==> src/rtl/sipo_deserializer_pkg.sv <==
// Shared constants and state encoding for the serial word link receiver.
// The word width is shared with the PISO shifter and the shift-add multiplier.
package sipo_deserializer_pkg;

  localparam int SIPO_WORD_W = 16;

  typedef enum logic {
    ST_IDLE  = 1'b0,
    ST_SHIFT = 1'b1
  } sipo_state_e;

endpackage

==> src/rtl/sipo_deserializer_shift_reg.sv <==
// M-bit LSB-first capture register: each enabled cycle shifts serial_i into the MSB.
// This is the receive-side mirror of the PISO core.
module sipo_deserializer_shift_reg #(
  parameter int M = 16
) (
  input  logic         clk_i,
  input  logic         rst_i,
  input  logic         clr_i,
  input  logic         shift_en_i,
  input  logic         serial_i,
  output logic [M-1:0] sreg_o
);

  logic [M-1:0] sreg_q;

  always_ff @(posedge clk_i) begin
    if (rst_i || clr_i) begin
      sreg_q <= '0;
    end else if (shift_en_i) begin
      sreg_q <= {serial_i, sreg_q[M-1:1]};
    end
  end

  assign sreg_o = sreg_q;

endmodule

==> src/rtl/sipo_deserializer.sv <==
// Serial-in/parallel-out receiver: collects num_words_i words of M bits (LSB first)
// and hands each completed word to a single-entry valid/ready holding register.
module sipo_deserializer
  import sipo_deserializer_pkg::*;
#(
  parameter int M  = SIPO_WORD_W,
  parameter int CW = 8
) (
  input  logic          clk_i,
  input  logic          rst_i,
  input  logic          start_i,
  input  logic [CW-1:0] num_words_i,
  input  logic          serial_in_i,
  input  logic          serial_valid_i,
  output logic [M-1:0]  data_out_o,
  output logic          data_valid_o,
  input  logic          data_ready_i,
  output logic          busy_o,
  output logic          done_o,
  output logic          overrun_o
);

  localparam int BW = $clog2(M);

  sipo_state_e   state_q, state_d;
  logic [BW-1:0] bit_cnt_q, bit_cnt_d;
  logic [CW-1:0] word_cnt_q, word_cnt_d;
  logic [CW-1:0] num_words_q, num_words_d;
  logic [M-1:0]  data_out_q, data_out_d;
  logic          data_valid_q, data_valid_d;
  logic          done_q, done_d;
  logic          overrun_q, overrun_d;
  logic          shift_clr, shift_en;
  logic [M-1:0]  sreg;
  logic [M-1:0]  word_c;

  sipo_deserializer_shift_reg #(.M(M)) u_shift_reg (
    .clk_i      (clk_i),
    .rst_i      (rst_i),
    .clr_i      (shift_clr),
    .shift_en_i (shift_en),
    .serial_i   (serial_in_i),
    .sreg_o     (sreg)
  );

  // Word as it will look after the bit arriving this cycle is shifted in.
  assign word_c = {serial_in_i, sreg[M-1:1]};

  always_ff @(posedge clk_i) begin
    if (rst_i) begin
      state_q      <= ST_IDLE;
      bit_cnt_q    <= '0;
      word_cnt_q   <= '0;
      num_words_q  <= '0;
      data_out_q   <= '0;
      data_valid_q <= 1'b0;
      done_q       <= 1'b0;
      overrun_q    <= 1'b0;
    end else begin
      state_q      <= state_d;
      bit_cnt_q    <= bit_cnt_d;
      word_cnt_q   <= word_cnt_d;
      num_words_q  <= num_words_d;
      data_out_q   <= data_out_d;
      data_valid_q <= data_valid_d;
      done_q       <= done_d;
      overrun_q    <= overrun_d;
    end
  end

  always_comb begin
    state_d      = state_q;
    bit_cnt_d    = bit_cnt_q;
    word_cnt_d   = word_cnt_q;
    num_words_d  = num_words_q;
    data_out_d   = data_out_q;
    data_valid_d = data_valid_q;
    done_d       = 1'b0;
    overrun_d    = overrun_q;
    shift_clr    = 1'b0;
    shift_en     = 1'b0;

    if (data_valid_q && data_ready_i) begin
      data_valid_d = 1'b0;
    end

    case (state_q)
      ST_IDLE: begin
        if (start_i && (num_words_i != '0)) begin
          state_d     = ST_SHIFT;
          num_words_d = num_words_i;
          bit_cnt_d   = '0;
          word_cnt_d  = '0;
          overrun_d   = 1'b0;
          shift_clr   = 1'b1;
        end
      end
      ST_SHIFT: begin
        if (serial_valid_i) begin
          shift_en = 1'b1;
          if (bit_cnt_q == BW'(M-1)) begin
            bit_cnt_d  = '0;
            word_cnt_d = word_cnt_q + 1'b1;
            // A consume in the completion cycle frees the slot for the new word.
            if (!data_valid_q || data_ready_i) begin
              data_out_d   = word_c;
              data_valid_d = 1'b1;
            end else begin
              overrun_d = 1'b1;
            end
            if (word_cnt_d == num_words_q) begin
              state_d = ST_IDLE;
              done_d  = 1'b1;
            end
          end else begin
            bit_cnt_d = bit_cnt_q + 1'b1;
          end
        end
      end
      default: state_d = ST_IDLE;
    endcase
  end

  assign data_out_o   = data_out_q;
  assign data_valid_o = data_valid_q;
  assign busy_o       = (state_q == ST_SHIFT);
  assign done_o       = done_q;
  assign overrun_o    = overrun_q;

endmodule

==> config.mk <==
export PLATFORM = sky130hd
export DESIGN_NAME = sipo_deserializer
export DESIGN_NICKNAME = d
export VERILOG_FILES = /design/src/rtl/sipo_deserializer_pkg.sv /design/src/rtl/sipo_deserializer_shift_reg.sv /design/src/rtl/sipo_deserializer.sv
export SDC_FILE = /design/constraint.sdc
export NUM_CORES = 1
export LEC_CHECK = 0
export ABC_AREA = 1
export BUFFER_PORTS_ARGS = -buffer_cell sky130_fd_sc_hd__clkbuf_2
export CAP_MARGIN = 20
export CORE_ASPECT_RATIO = 0.75
export CORE_MARGIN = 2
export CORE_UTILIZATION = 35
export DETAILED_ROUTE_END_ITERATION = 7
export GPL_ROUTABILITY_DRIVEN = 1
export GPL_TIMING_DRIVEN = 0
export PLACE_DENSITY_LB_ADDON = 0.3
export REMOVE_ABC_BUFFERS = 1
export SLEW_MARGIN = 15
export SYNTH_ARGS = -nofsm -noshare
export SYNTH_HDL_FRONTEND = slang
export SYNTH_SLANG_ARGS = --single-unit
export TNS_END_PERCENT = 100
==> constraint.sdc <==
create_clock -name clk_i -period 3.2 [get_ports clk_i]
set_clock_uncertainty 0.05 [all_clocks]
set_input_delay 0.48 -clock clk_i [delete_from_list [all_inputs] [get_ports clk_i]]
set_output_delay 0.48 -clock clk_i [all_outputs]
set_load 0.005 [all_outputs]
==> impl_metrics.env, run 1 <==
export IMPL_startpoint_type="flop"
export IMPL_die_w_um=99.5
export IMPL_path_common_cell="nor2_1"
export IMPL_hp_class="input pin to flop"
export IMPL_root_buffer="clkbuf_8"
export IMPL_critPathMaxStageDelay_ps=390
export IMPL_rsz0062_at_grt="false"
export IMPL_worstSetupPathType="flop to flop"
export IMPL_finalSetupTns_ps=0
export IMPL_finalPower_mw=1.27
export IMPL_final_common_cell="nand2_1"
export IMPL_drt_first_pass_iters=4
export IMPL_drv_slew=0
export IMPL_placed_cells=436
export IMPL_ff2ff_path_depth=8
export IMPL_slew_headroom=0.414
export IMPL_post_route_min_period_ps=1980
export IMPL_synth_warnings=0
export IMPL_synth_area_um2=2400
export IMPL_hold_ws_ps=363
export IMPL_post_drt_wl_per_cell_um=11.9
export IMPL_clkSinkCount=55
export IMPL_cts_made_buffers=5
export IMPL_grtUsageTotal=0.148
export IMPL_path_cells="ha_1 -> nand2_1 -> nor2_2 -> nand2_2 -> nor2_4 -> inv_1 -> nor2_1 -> nor2_1"
export IMPL_die_h_um=75.7
export IMPL_report_final_setup_viol=0
export IMPL_die_area_um2=7530
export IMPL_maxCapViolCount=0
export IMPL_design_area_um2=2720
export IMPL_finalHoldViolCount=0
export IMPL_synthToLayoutAreaGrowth_pct=13.4
export IMPL_r2r_slack_ps=1220
export IMPL_ys_async_sr_fraction=0
export IMPL_row_count=26
export IMPL_tritoncts="built"
export IMPL_grt_antenna_before_repair=0
export IMPL_ant_nets=0
export IMPL_ctsResizeCount=0
export IMPL_cts_buffer_depth=2
export IMPL_dp_slack_ps=1060
export IMPL_netlist_instances=331
export IMPL_finalNonFillerCells=444
export IMPL_initial_core_util=0.356
export IMPL_dpl_cell_area_um2=2610
export IMPL_fin_crit_sh=0.618
export IMPL_layout_common_cells="nand2_1, dfxtp_1, nor2_1, a21oi_1, clkbuf_2"
export IMPL_ir_worst_vdd_mv=0.218
export IMPL_fin_util=0.404
export IMPL_h_tree_depth=2
export IMPL_holdPathStages=3
export IMPL_coreArea_um2=6730
export IMPL_crit_path_top_delay_cell="dfxtp_1"
export IMPL_clk_latency_ps=310
export IMPL_syn_area_per_cell_um2=7.24
export IMPL_end_kind="flop"
export IMPL_worstMarginPinSlew_ps=878
export IMPL_cp_max_fo=17
export IMPL_cts_setup_buffers=0
export IMPL_status="completed"
export IMPL_fmax_ghz=0.505
export IMPL_port_buffers=33
export IMPL_vias=2134
export IMPL_yosys_cell_types_count=27
export IMPL_ys_ff_latch=55
export IMPL_power_density_nw_per_um2=467
export IMPL_postRouteWirelength_mm=5.29
export IMPL_ys_seq_area_frac=0.460
export IMPL_p_leak_nw=1.14
export IMPL_holdBufCountCts=0
export IMPL_grt_overflow=0
export IMPL_grt_max_degree=33
export IMPL_vias_per_cell=4.81
export IMPL_synth_edf_count=0
export IMPL_required_ps=3360
export IMPL_fin_nets=375
export IMPL_gp_congestion=0.950
export IMPL_grt_first_pass_wirelength_mm=8.83
export IMPL_drcViolationCount=0
export IMPL_dpl_hpwl_mm=3.68
export IMPL_synthFlopType="dfxtp_1"
export IMPL_grt_pass1_vias=1866
export IMPL_arrival_ps=2140
export IMPL_drtIter0Drc=145
export IMPL_pin_count=34
export IMPL_fin_ws_ps=1220
export IMPL_n_antenna_cell=0
export IMPL_clk_pin_slew_worst_paths_ps=100
export IMPL_drive_gt1_frac=0.178
==> critical path: cells and delay by family (launching register included) <==
family,cells,cell delay (ps)
AND/OR/NAND/NOR,6,920
flip-flops,1,390
buffers and inverters,1,330
adder cells (fa/ha/maj),1,190
==> cells by family after synthesis <==
kind of cell	Yosys count	synth area share
xor gates and xnor gates	2	0.00731
DFF	55	0.460
adders and majority gates	2	0.0104
AOI/OAI and AO/OA	66	0.140
and+or+nand+nor	168	0.316
buffers and inverters	38	0.0658
==> where the power goes <==
group          internal, mW  total (mW)  switching [mW]
logic                0.0292      0.0918          0.0626
clock network         0.237       0.468           0.231
registers             0.698       0.711          0.0130
total                 0.964        1.27           0.307
==> final timing paths <==
| kind | start | endpoint |
|---|---|---|
| worst min register to register | u_shift_reg.sreg_o[1] | u_shift_reg.sreg_o[1] |
| worst max-delay path | bit_cnt_q[0] | data_out_o[14] |
| worst min-delay path | serial_in_i | data_out_o[15] |
| worst max register to register | bit_cnt_q[0] | data_out_o[14] |
==> synthesized netlist by cell type, drive strengths merged (3+ instances only) <==
master,number,area share
nand2,83,0.14
dfxtp,55,0.46
nand3,25,0.058
nor2,52,0.095
nor3,3,0.0084
a21oi,35,0.075
inv,26,0.041
buf,10,0.022
o21ai,30,0.063
==> area by class of cell <==
| class | instances | area [µm²] |
|---|---|---|
| fillers | 685 | 4020 |
| repair buffers | 33 | 165 |
| flip-flops and latches | 55 | 1100 |
| inverters | 26 | 97.6 |
| clock inverters | 2 | 38.8 |
| well taps | 84 | 105 |
| multi-input cells | 238 | 1140 |
| clock buffers | 6 | 72.6 |
==> routing by layer <==
layer / track usage / part of all wire / vias up
met3: 0.0303 / 0.055 / 5
met4: 0.0548 / 0.012 / 0
met2: 0.227 / 0.42 / 53
met1: 0.208 / 0.52 / 944
met5: 0 / 0 / -
li1: - / - / 1132
==> sequential cells by signal (all words and copies together) (netlist names) <==
| register | flops |
|---|---|
| data_out_o | 16 |
| num_words_q | 8 |
| bit_cnt_q | 4 |
| word_cnt_q | 8 |
| done_o | 1 |
| busy_o | 1 |
| data_valid_o | 1 |
| u_shift_reg.sreg_o | 15 |
| overrun_o | 1 |
Note: power is estimated with default switching activity, not from simulation.
==> inputs of run 2 (changes only) <==
Clock period 3.2 ns to 1.7 ns, I/O delays scaled along.
==> impl_metrics.env, run 2 (same netlist as run 1, synthesis figures left out) <==
export IMPL_status="completed"
export IMPL_crit_path_top_delay_cell="dfxtp_2"
export IMPL_postRouteWirelength_mm=5.50
export IMPL_grt_overflow=0
export IMPL_r2r_slack_ps=80
export IMPL_cp_endpoint="data_out_o[13]"
export IMPL_grtUsageTotal=0.150
export IMPL_report_final_setup_viol=0
export IMPL_rsz0062_at_grt="false"
export IMPL_crit_family="simple AND/OR/NAND/NOR gates"
export IMPL_worstSetupPathType="flop to flop"
export IMPL_pin_count=34
export IMPL_drive_gt1_frac=0.239
export IMPL_largest_register_ffs=16
export IMPL_fmax_ghz=0.619
export IMPL_cts_made_buffers=5
export IMPL_grt_max_degree=33
export IMPL_finalPower_mw=2.40
export IMPL_fin_ws_ps=84.1
export IMPL_die_w_um=99.5
export IMPL_ant_nets=0
export IMPL_ff2ff_path_depth=9
export IMPL_grt_first_pass_wirelength_mm=8.96
export IMPL_p_leak_nw=1.18
export IMPL_drt_first_pass_iters=4
export IMPL_clk_latency_ps=310
export IMPL_drcViolationCount=0
export IMPL_tritoncts="built"
export IMPL_cp_max_fo=16
export IMPL_arrival_ps=1770
export IMPL_r2r_end="data_out_o[13]"
export IMPL_required_ps=1860
export IMPL_holdBufCountCts=0
export IMPL_vias=2208
export IMPL_post_route_min_period_ps=1620
export IMPL_design_area_um2=2890
export IMPL_dpl_hpwl_mm=3.68
export IMPL_ir_worst_vdd_mv=0.408
export IMPL_final_common_cell="nand2_1"
export IMPL_row_count=26
export IMPL_worstMarginPinSlew_ps=511
export IMPL_cp_startpoint="bit_cnt_q[0]"
export IMPL_die_area_um2=7530
export IMPL_dpl_cell_area_um2=2610
export IMPL_fin_crit_sh=0.951
export IMPL_slew_headroom=0.658
export IMPL_drtIter0Drc=130
export IMPL_vias_per_cell=4.88
export IMPL_drv_slew=0
export IMPL_crit_cells=9
export IMPL_clk_pin_slew_worst_paths_ps=100
export IMPL_startpoint_type="flop"
export IMPL_post_drt_wl_per_cell_um=12.2
export IMPL_root_buffer="clkbuf_8"
export IMPL_placed_cells=436
export IMPL_critPathMaxStageDelay_ps=400
export IMPL_grt_antenna_before_repair=0
export IMPL_path_cells="ha_4 -> nand2_2 -> nor2_4 -> nand2_4 -> nor2_4 -> clkinvlp_4 -> buf_12 -> nor2_1 -> nor2_1"
export IMPL_fin_nets=383
export IMPL_n_antenna_cell=0
export IMPL_die_h_um=75.7
export IMPL_cp_buffers_inverters=2
export IMPL_coreArea_um2=6730
export IMPL_port_buffers=33
export IMPL_grt_pass1_vias=1900
export IMPL_cts_buffer_depth=2
export IMPL_initial_core_util=0.356
export IMPL_hp_class="input pin to flop"
export IMPL_power_density_nw_per_um2=833
export IMPL_end_kind="flop"
export IMPL_finalNonFillerCells=452
export IMPL_clkSinkCount=55
export IMPL_layout_common_cells="nand2_1, dfxtp_1, nor2_1, a21oi_1, clkbuf_2"
export IMPL_r2r_start="bit_cnt_q[0]"
export IMPL_synthToLayoutAreaGrowth_pct=20.5
export IMPL_dp_slack_ps=-307
export IMPL_gp_congestion=0.950
export IMPL_maxCapViolCount=0
export IMPL_finalHoldViolCount=0
export IMPL_h_tree_depth=2
## run 2: changes by cell type in the layout (fill, tap and decap cells not counted), sizes merged
| cell | change |
|---|---|
| clkinvlp | +3 |
| buf | +8 |
| inv | -3 |
## run 2: worst min-delay path by stage
stage          slack [ps]                endpoint           start  cells after the start
2_1_floorplan         270                  busy_o           rst_i                      1
3_3_place_gp          400          num_words_q[0]  num_words_q[0]                      2
3_5_place_dp          410          num_words_q[0]  num_words_q[0]                      2
4_1_cts               140  u_shift_reg.sreg_o[15]     serial_in_i                      3
5_1_grt               150  u_shift_reg.sreg_o[15]     serial_in_i                      3
6_report              130          data_out_o[15]     serial_in_i                      3
## run 2: power breakdown
part / internal (mW) / total, mW / switching [mW] / leakage, nW
registers: 1.31 / 1.34 / 0.0258 / 0.449
clock network: 0.446 / 0.882 / 0.436 / 0.0558
logic: 0.0623 / 0.185 / 0.123 / 0.679
total: 1.82 / 2.40 / 0.585 / 1.18
## run 2: per-stage QoR
stage / setup TNS, ps / utilization / hold WS, ps
6_report: 0 / 0.429 / 132
5_1_grt: 0 / 0.429 / 152
4_1_cts: 0 / 0.410 / 137
3_5_place_dp: -8210 / 0.387 / 406
3_3_place_gp: -7360 / 0.387 / 399
2_1_floorplan: 0 / - / 267
## run 2: cell type report
type / count / area, µm²
clock buffer: 6 / 72.6
clock inverter: 2 / 38.8
fill: 670 / 3850
inverter: 26 / 111
multi-input combinational: 238 / 1200
sequential: 55 / 1110
tap: 84 / 105
timing repair buffer: 41 / 245
## run 2: what timing repair did
| item | 4_1_cts | 5_1_grt |
|---|---|---|
| buffers inserted | 4 | 4 |
| endpoints found under the hold margin | 0 | 0 |
| pin swaps | 2 | 6 |
| gates resized for setup | 5 | 25 |
| setup endpoints to repair | 38 | 38 |
| gates cloned | 0 | 0 |
## run 2: worst register-to-register path: stages, from the launching register on
cell        delay (ps)
dfxtp_2            400
ha_4               160
nand2_2             70
nor2_4             150
nand2_4             90
nor2_4             170
clkinvlp_4         130
buf_12             160
nor2_1              90
nor2_1              50
## run 2: metal layers
| layer | wire length, µm | part of all wire | vias up | GRT usage |
|---|---|---|---|---|
| li1 | - | - | 1152 | - |
| met4 | 66 | 0.012 | 0 | 0.0502 |
| met2 | 2400 | 0.44 | 40 | 0.233 |
| met1 | 2830 | 0.51 | 1011 | 0.212 |
| met3 | 204 | 0.037 | 5 | 0.0294 |
| met5 | 0 | 0 | - | 0 |
